$ cat src/rtl/effect_param_sched.sv
// Click-free effect-chain parameter scheduler: fades the post-chain gain to zero,
// swaps in the pending command frame, holds mute to flush delay lines, then fades back up.
module effect_param_sched #(
    parameter int unsigned CMD_W        = 240,
    parameter int unsigned GAIN_STEP    = 16,
    parameter int unsigned HOLD_SAMPLES = 8
) (
    input  logic             clk,
    input  logic             reset,
    input  logic [CMD_W-1:0] cmd_data,
    input  logic             cmd_valid,
    input  logic             sample_strobe,
    output logic [CMD_W-1:0] active_cmd,
    output logic [8:0]       gain_out,
    output logic             commit_pulse,
    output logic             busy,
    output logic [7:0]       drop_cnt
);

    localparam logic [8:0] UNITY = 9'd256;
    localparam logic [8:0] STEP  = 9'(GAIN_STEP);
    localparam logic [7:0] HOLD  = 8'(HOLD_SAMPLES);

    typedef enum logic [2:0] {
        IDLE,
        FADE_OUT,
        COMMIT,
        HOLD_MUTE,
        FADE_IN
    } state_t;

    state_t             state, state_next;
    logic [CMD_W-1:0]   pending;
    logic               pend_flag;
    logic               clr_pend;
    logic               differ;
    logic [7:0]         hold_cnt;
    logic [8:0]         gain_next;

    assign differ = (pending != active_cmd);
    assign busy   = (state != IDLE);

    always_comb begin
        state_next = state;
        clr_pend   = 1'b0;
        case (state)
            IDLE: begin
                if (pend_flag) begin
                    if (differ) state_next = FADE_OUT;
                    else        clr_pend   = 1'b1;
                end
            end
            FADE_OUT: begin
                if (gain_out == '0) state_next = COMMIT;
            end
            COMMIT: begin
                state_next = HOLD_MUTE;
                clr_pend   = 1'b1;
            end
            HOLD_MUTE: begin
                if (hold_cnt == '0) begin
                    if (pend_flag && differ) begin
                        state_next = COMMIT;
                    end else begin
                        state_next = FADE_IN;
                        clr_pend   = 1'b1;
                    end
                end
            end
            FADE_IN: begin
                // a differing command reverses the ramp from wherever the gain is now
                if (pend_flag && differ)  state_next = FADE_OUT;
                else if (gain_out == UNITY) state_next = IDLE;
            end
            default: state_next = IDLE;
        endcase
    end

    always_comb begin
        gain_next = gain_out;
        if (sample_strobe) begin
            if (state == FADE_OUT) begin
                gain_next = (gain_out <= STEP) ? 9'd0 : gain_out - STEP;
            end else if (state == FADE_IN) begin
                gain_next = (gain_out >= UNITY - STEP) ? UNITY : gain_out + STEP;
            end
        end
    end

    always_ff @(posedge clk) begin
        if (reset) begin
            state        <= IDLE;
            active_cmd   <= '0;
            pending      <= '0;
            pend_flag    <= 1'b0;
            gain_out     <= UNITY;
            commit_pulse <= 1'b0;
            drop_cnt     <= '0;
            hold_cnt     <= '0;
        end else begin
            state        <= state_next;
            gain_out     <= gain_next;
            commit_pulse <= (state == COMMIT);

            if (state == COMMIT) begin
                active_cmd <= pending;
                hold_cnt   <= HOLD;
            end else if (state == HOLD_MUTE && sample_strobe && hold_cnt != '0) begin
                hold_cnt <= hold_cnt - 8'd1;
            end

            // capture wins over any same-cycle clear of the pending flag
            if (cmd_valid) begin
                pending   <= cmd_data;
                pend_flag <= 1'b1;
                if (pend_flag && drop_cnt != '1) drop_cnt <= drop_cnt + 8'd1;
            end else if (clr_pend) begin
                pend_flag <= 1'b0;
            end
        end
    end

endmodule

$ cat config.mk
export PLATFORM = sky130hd
export DESIGN_NAME = effect_param_sched
export DESIGN_NICKNAME = d
export VERILOG_FILES = /design/src/rtl/effect_param_sched.sv
export SDC_FILE = /design/constraint.sdc
export NUM_CORES = 1
export LEC_CHECK = 0
export ABC_AREA = 1
export CORE_UTILIZATION = 57
export DETAILED_ROUTE_END_ITERATION = 10
export DONT_BUFFER_PORTS = 1
export PLACE_DENSITY = 0.79
export SYNTH_ARGS = -nofsm -noshare
export SYNTH_HDL_FRONTEND = slang
export SYNTH_SLANG_ARGS = --single-unit
$ cat constraint.sdc
create_clock -name clk -period 1.81 [get_ports clk]
set_clock_uncertainty 0.1 [all_clocks]
set_input_delay 0.2715 -clock clk [delete_from_list [all_inputs] [get_ports clk]]
set_output_delay 0.2715 -clock clk [all_outputs]
set_load 0.02 [all_outputs]
==> results of run 1 <==
==> per-stage QoR <==
step,std cells,utilization,area (um^2),setup WS (ns)
4_1_cts,4179,0.847,30300,-0.192
3_5_place_dp,3832,0.723,25900,-0.473
3_3_place_gp,3832,0.723,25900,-0.395
2_1_floorplan,2884,-,20900,0.0153
==> repair_timing <==
action / in CTS
gates resized for setup: 86
endpoints found under the setup margin: 172
pin swaps: 28
hold buffers: 243
buffers inserted: 12
hold endpoints to repair: 259
==> routing by layer <==
layer,overflow,track usage
met5,1,0.107
met2,7,0.882
met3,0,0.513
met4,25,0.691
met1,0,0.671
==> synthesized netlist by cell type (all sizes together) <==
cell type,n
a211oi,1
clkbuf,101
xor2,53
and3,1
nand3b,1
conb,1
a21oi,189
buf,48
nor2,306
nand2,704
nor4,3
xnor2,42
o22ai,149
o21bai,1
o21ai,282
nand3,107
clkinv,1
dfxtp,506
nor3,11
o211ai,1
inv,358
o31ai,2
a31oi,2
nand4,2
ha,8
o221ai,1
==> cells by family after synthesis <==
logic type	count (synthesis)
other cells	1
simple gates	1135
compound gates	628
buf+inv	508
xor+xnor	95
flops	506
fa+ha+maj	8
==> metrics.cfg, run 1 <==
[outcome]
run_status=aborted with a tool error
error=[ERROR GRT-0232] Routing congestion too high. Check the congestion heatmap in the GUI.
failing_step=global routing (5_1_grt)

[synthesis]
synth-seq-area-share=0.485
synth_cells=2881
yosys.area.top_type=dfxtp_1
yosys.area_share.simple=0.215
avgSynthCellArea_um2=7.24
synth_top_area_frac=0.485
synthAdderAreaFrac=0.00480
ys_warn_count=0
netlist_area_um2=20900
synth_top_family_by_area=simple AND/OR/NAND/NOR gates
synth_area_leaders=dfxtp_1 49%, nand2_1 13%, o21ai_0 6.8%
synth_xor_area_frac=0.0399
synth-seq-cells=506
synth_mux_area_frac=0
ys_types=35
synth-compound-area-share=0.160

[floorplan]
start_util=0.583
ioPinCount=503
die_x_um=193
die_h_um=193
rows=69

[global_route]
grt_max_degree=103
grt_usage=0.682
overflow=33

[sta]
grt_repair_worst_endpoint=state[1]$_SDFFE_PP0P_/D
worst-ep-kind=sequential cell input

[clocking]
ctsRootBufferMaster=clkbuf_16
cts_inserted_buffers=50
htree_levels=2
clk_path_buf_depth=3
cts_sinks=506

[placed_design]
io_buffers=0
dp_hpwl_um=47400
gp_congestion=0.883

==> inputs of run 2 (changes only) <==
--- a/config.mk
+++ b/config.mk
@@ -6,10 +6,10 @@
 export NUM_CORES = 1
 export LEC_CHECK = 0
 export ABC_AREA = 1
-export CORE_UTILIZATION = 57
+export CORE_UTILIZATION = 40
 export DETAILED_ROUTE_END_ITERATION = 10
 export DONT_BUFFER_PORTS = 1
-export PLACE_DENSITY = 0.79
+export PLACE_DENSITY_LB_ADDON = 0.15
 export SYNTH_ARGS = -nofsm -noshare
 export SYNTH_HDL_FRONTEND = slang
 export SYNTH_SLANG_ARGS = --single-unit
==> constraint.sdc (replaced) <==
create_clock -name clk -period 2.4 [get_ports clk]
set_clock_uncertainty 0.1 [all_clocks]
set_input_delay 0.36 -clock clk [delete_from_list [all_inputs] [get_ports clk]]
set_output_delay 0.36 -clock clk [all_outputs]
set_load 0.02 [all_outputs]
==> run 2 against run 1 <==
  * The run now ends clean
  * Synthesized cell count stayed put
  * Area after synthesis stayed put
==> metrics.cfg, run 2 <==
[final_layout]
seqCellArea_um2=10100
finalNetCount=3554
layout_common_cells=697 x nand2_1, 505 x dfxtp_1, 352 x inv_1, 299 x nor2_1, 282 x o21ai_0
final_common_cell=nand2_1
fillCellCount=4839
drive_above_1_share=0.113
multi_input_area_um2=8820
area_growth_pct=32.0
design_area_um2=27600
largestRegisters=active_cmd: 240 flops, pending: 240 flops

[clocking]
path_clk_slew_ns=0.06
cts_inserted_buffers=55
htree_levels=2
tritoncts=yes
cts_sinks=506
clk_path_buf_depth=3
postCtsSetupBuffers=0
worstSkewPairLatency_ns=0.60
ctsRootBufferMaster=clkbuf_16

[synthesis]
synth_cells=2881
synth-seq-area-share=0.485
yosys-top-cells-count=700 x nand2_1, 506 x dfxtp_1, 353 x inv_1
ys_types=35
synth-seq-cells=506
synth-edff-count=0
yosys.area.top_type=dfxtp_1
synth_area_leaders=dfxtp_1 49%, nand2_1 13%, o21ai_0 6.8%
ys_async_sr_fraction=0
yosysMostFrequentCell=nand2_1
ys_warn_count=0
netlist_area_um2=20900
synth_top_area_frac=0.485
avgSynthCellArea_um2=7.24
synth-main-ff-cell=dfxtp_1

[setup_path]
worstPathMaxFanout=5
r2r_start=active_cmd[70]
path_cells=inv_1 > nand2_1 > nand2_1 > nor2_1 > nand2_1 > nor2_4 > buf_4 > nand2_1 > nor2_2 > nand2_2 > nor2_2 > nand2_1 > nand2_2 > nand2_2 > nand2_2 > nand2_1 > nand2_1 > nor2_1
reg2reg_slack_ns=0.20
cpPeakStageDelay_ns=0.39
cp_common_cell=nand2_1
arrival_ns=2.59
crit_type=reg2reg
slowest_stage=dfxtp_1
reg2reg_to=state[1]
crit_path_end_kind=flop
start_kind=flop
r2r_cells=18
required_ns=2.79

[sta]
hold_viol_final=0
finalMaxSlewViolations=0
setup_violations=0
worst_pin_slew_ns=0.606
period_share=0.917
tns_ns=0
period_minus_slack_ns=2.20
rsz0062_at_grt=no
max_freq_mhz=454
slew_headroom=0.596

[global_route]
grt_antenna_before_repair=2
grt_pass1_wl_um=104000
overflow=0
use_met2=0.413
met3_usage=0.0684
grt_max_degree=111
busiest_layer=met2
met1_usage=0.293
grt_pass1_vias=19739
grt_usage=0.245

[placed_design]
dp_hpwl_um=45200
placed_area_um2=23300
io_buffers=0
gp_congestion=0.836

[floorplan]
start_util=0.406
core_um2=51400
die-area_um2=53100
ioPinCount=503
rows=83
die_x_um=230
die_h_um=230

[power]
clockPowerShare=0.359
leakagePower_nw=12.3
ir_drop_mv=0.643
switching_power_mw=7.42
swShare=0.317
comb_power_share=0.224
p_seq_frac=0.417
internal_power_mw=15.9
powerDensity_nw_per_um2=848

[route]
via_per_inst=4.96
first_pass_iters=5
drt-wirelength-per-cell_um=16.6
ant_nets=0
drc=0
wirelength_um=66900
vias=19959
drtIter0Drc=1012

[hold_path]
holdPathEnd=commit_pulse
min_from=reset
hold_path_class=in2reg
hold_path_depth=2

[outcome]
run_status=finished clean

[run]
drv_cap=0

==> run 2: logic make-up after synthesis <==
group	count (synthesis)	share of synthesized area
AO/OA/AOI/OAI	628	0.160
XOR/XNOR	95	0.0399
adder cells (fa/ha/maj)	8	0.00480
buffers and inverters	508	0.0944
flip-flops	506	0.485
other	1	0.000180
AND/OR/NAND/NOR	1135	0.215
==> run 2: critical path: cells and delay by family, from the launching register on <==
kind,cells,cell delay (ns)
and+or+nand+nor,16,1.38
DFF,1,0.39
buffers and inverters,2,0.21
==> run 2: power groups by stage <==
stage,logic (mW),registers (mW),clock network [mW]
2_1_floorplan,2.71,10.3,0
3_5_place_dp,4.87,9.91,0
5_1_grt,5.79,9.83,8.88
4_1_cts,5.25,9.73,8.58
6_report,5.24,9.74,8.38
3_3_place_gp,4.80,9.86,0
==> run 2: cell type report <==
type / instances / share of cell area
antenna: 1 / 0.0000908
clock buffer: 86 / 0.0597
clock inverter: 14 / 0.00477
inverter: 359 / 0.0497
multi-input combinational: 1870 / 0.320
sequential: 506 / 0.368
tap: 680 / 0.0309
timing repair buffer: 510 / 0.167
==> run 2: layer usage <==
| metal | share of wire | up-vias |
|---|---|---|
| met1 | 0.42 | 9250 |
| met5 | 0.00024 | - |
| met2 | 0.47 | 560 |
| li1 | - | 10028 |
| met3 | 0.077 | 119 |
| met4 | 0.035 | 2 |
==> run 2: repair_timing <==
action / in CTS / in global routing
resized for setup: 0 / 11
setup endpoints to repair: 0 / 4
endpoints found under the hold margin: 252 / 0
hold buffers: 242 / 0
==> run 2: how the worst max path moves through the flow <==
stage / start / endpoint / cells after the start
CTS: active_cmd[71] / state[1] / 18
global route: pending[74] / state[1] / 18
detailed placement: active_cmd[71] / state[1] / 18
finish: active_cmd[70] / state[1] / 18
floorplan: hold_cnt[0] / hold_cnt[7] / 12
global placement: active_cmd[71] / state[1] / 18
==> run 2: per-stage QoR <==
stage	util	cells	setup WS, ns	hold slack (ns)	power (mW)
floorplan	-	2884	0.584	0.347	13.0
global placement	0.453	3683	0.119	0.337	14.7
detailed placement	0.453	3683	0.0999	0.338	14.8
CTS	0.535	4025	0.0582	0.0103	23.6
global route	0.536	4026	0.00772	0.0430	24.5
finish	0.536	4026	0.199	0.0540	23.4
Note: power is estimated with default switching activity, not from simulation.
==> inputs of run 3 (changes only) <==
--- a/config.mk
+++ b/config.mk
@@ -9,7 +9,7 @@
 export CORE_UTILIZATION = 40
 export DETAILED_ROUTE_END_ITERATION = 10
 export DONT_BUFFER_PORTS = 1
-export PLACE_DENSITY_LB_ADDON = 0.15
+export PLACE_DENSITY = 0.51
 export SYNTH_ARGS = -nofsm -noshare
 export SYNTH_HDL_FRONTEND = slang
 export SYNTH_SLANG_ARGS = --single-unit
==> run 3 against run 2 <==
  * Global-route usage increased by 0.11 points
  * Sequential share of layout area is 0.89 points lower
  * Wire length up 1.1%
  * Die area stayed put
  * Combinational power rose by 2%
  * Clock-buffer cell count down 5
  * Clock power about the same
  * Via count increased by 1.1%
  * Critical path depth shrank 12
  * Maximum frequency is 4.3% lower
  * Cell count up 1.6%
==> metrics.cfg, run 3 (synthesis gave the netlist of run 2 again) <==
[clocking]
htree_levels=2
cts_sinks=506
worstSkewPairLatency_ns=0.59
path_clk_slew_ns=0.06
tritoncts=yes
cts_inserted_buffers=55
ctsRootBufferMaster=clkbuf_16
clk_path_buf_depth=3

[global_route]
grt_antenna_before_repair=4
overflow=0
grt_max_degree=117
grt_pass1_vias=19462
grt_pass1_wl_um=105000
grt_usage=0.246

[power]
leakagePower_nw=12.7
powerDensity_nw_per_um2=830
ir_drop_mv=0.587

[floorplan]
start_util=0.406
die-area_um2=53100
core_um2=51400
rows=83
die_x_um=230
ioPinCount=503
die_h_um=230

[sta]
max_freq_mhz=435
timing.hold.ws_ns=0.0928
hold_viol_final=0
finalMaxSlewViolations=0
setup_violations=0
period_share=0.958
slew_headroom=0.547
period_minus_slack_ns=2.30
worst_pin_slew_ns=0.680

[hold_path]
hold_path_class=in2reg

[setup_path]
crit_path_end_kind=flop
arrival_ns=2.73
crit_type=in2reg
required_ns=2.83
worstPathMaxFanout=86
start_kind=input pin

[final_layout]
design_area_um2=28200
fillCellCount=4811
area_growth_pct=35.3
post-route-util=0.549
final_cells=4091
drive_above_1_share=0.110
layout_common_cells=696 x nand2_1, 506 x dfxtp_1, 352 x inv_1, 311 x dlygate4sd3_1, 297 x nor2_1
final_common_cell=nand2_1
finalNetCount=3620
seqCellArea_um2=10100
largestRegisters=active_cmd: 240 flops, pending: 240 flops
multi_input_area_um2=8830

[route]
wirelength_um=67700
drt-wirelength-per-cell_um=16.5
drc=0
vias=20175
first_pass_iters=5
ant_nets=0
via_per_inst=4.93
drtIter0Drc=1136

[placed_design]
placed_area_um2=23300
gp_congestion=0.817
dp.cells=3679
io_buffers=0
dp_hpwl_um=44800

[outcome]
run_status=finished clean

[run]
drv_cap=0

## run 3: cell types whose count changed in the layout (fill, tap and decap cells not counted), moves of 3 or more
cell	change
clkinv_2	+3
buf_4	-6
dlygate4sd3_1	+70
clkbuf_1	-3
diode_2	+3
## run 3: path summary, 6_finish.rpt
kind / start / endpoint / slack (ns) / cells after the start
min: sample_strobe / gain_out[5] / 0.09 / 3
min reg2reg: pending[39] / active_cmd[39] / 0.37 / 2
max: cmd_valid / pending[3] / 0.10 / 6
max reg2reg: active_cmd[165] / state[1] / 0.24 / 17
## run 3: cell type report
class	instances	share of cell area
sequential	506	0.359
tap	680	0.0301
antenna	4	0.000355
inverter	359	0.0487
clock inverter	15	0.00532
timing repair buffer	576	0.187
clock buffer	81	0.0569
multi-input combinational	1870	0.313
## run 3: where the power goes
| part | switching (mW) | internal [mW] | total, mW |
|---|---|---|---|
| clock network | 3.44 | 4.91 | 8.36 |
| registers | 0.600 | 9.14 | 9.74 |
| logic | 3.34 | 1.99 | 5.33 |
| total | 7.39 | 16.0 | 23.4 |
## run 3: critical path, cell delays in order
cell and delay, ns:
dlygate4sd3_1 0.72, inv_8 0.39, buf_12 0.40, nor2_1 0.15
nor2_1 0.11, dlygate4sd3_1 0.54
## run 3: what timing repair did
item,4_1_cts,5_1_grt
setup endpoints to repair,0,19
buffers inserted,0,0
gates resized for setup,0,15
hold buffers,312,0
endpoints found under the hold margin,267,0
## run 3: per-stage QoR
step                power (mW)   TNS, ns  worst slack (ns)
CTS                       23.6         0            0.0252
detailed placement        14.8         0            0.0407
global placement          14.7         0            0.0278
global route              24.6  -0.00348          -0.00348
floorplan                 13.0         0             0.584
finish                    23.4         0             0.101
## run 3: per-layer routing
layer	global-route usage	part of all wire
met5	0	0
met4	0.0983	0.037
met3	0.0686	0.075
met2	0.408	0.46
met1	0.299	0.43
==> inputs of run 4 (changes only) <==
--- a/config.mk
+++ b/config.mk
@@ -6,6 +6,7 @@
 export NUM_CORES = 1
 export LEC_CHECK = 0
 export ABC_AREA = 1
+export CAP_MARGIN = 20
 export CORE_UTILIZATION = 40
 export DETAILED_ROUTE_END_ITERATION = 10
 export DONT_BUFFER_PORTS = 1
==> results of run 4 <==
No change in the layout: final DEF, timing and power equal those of run 3.
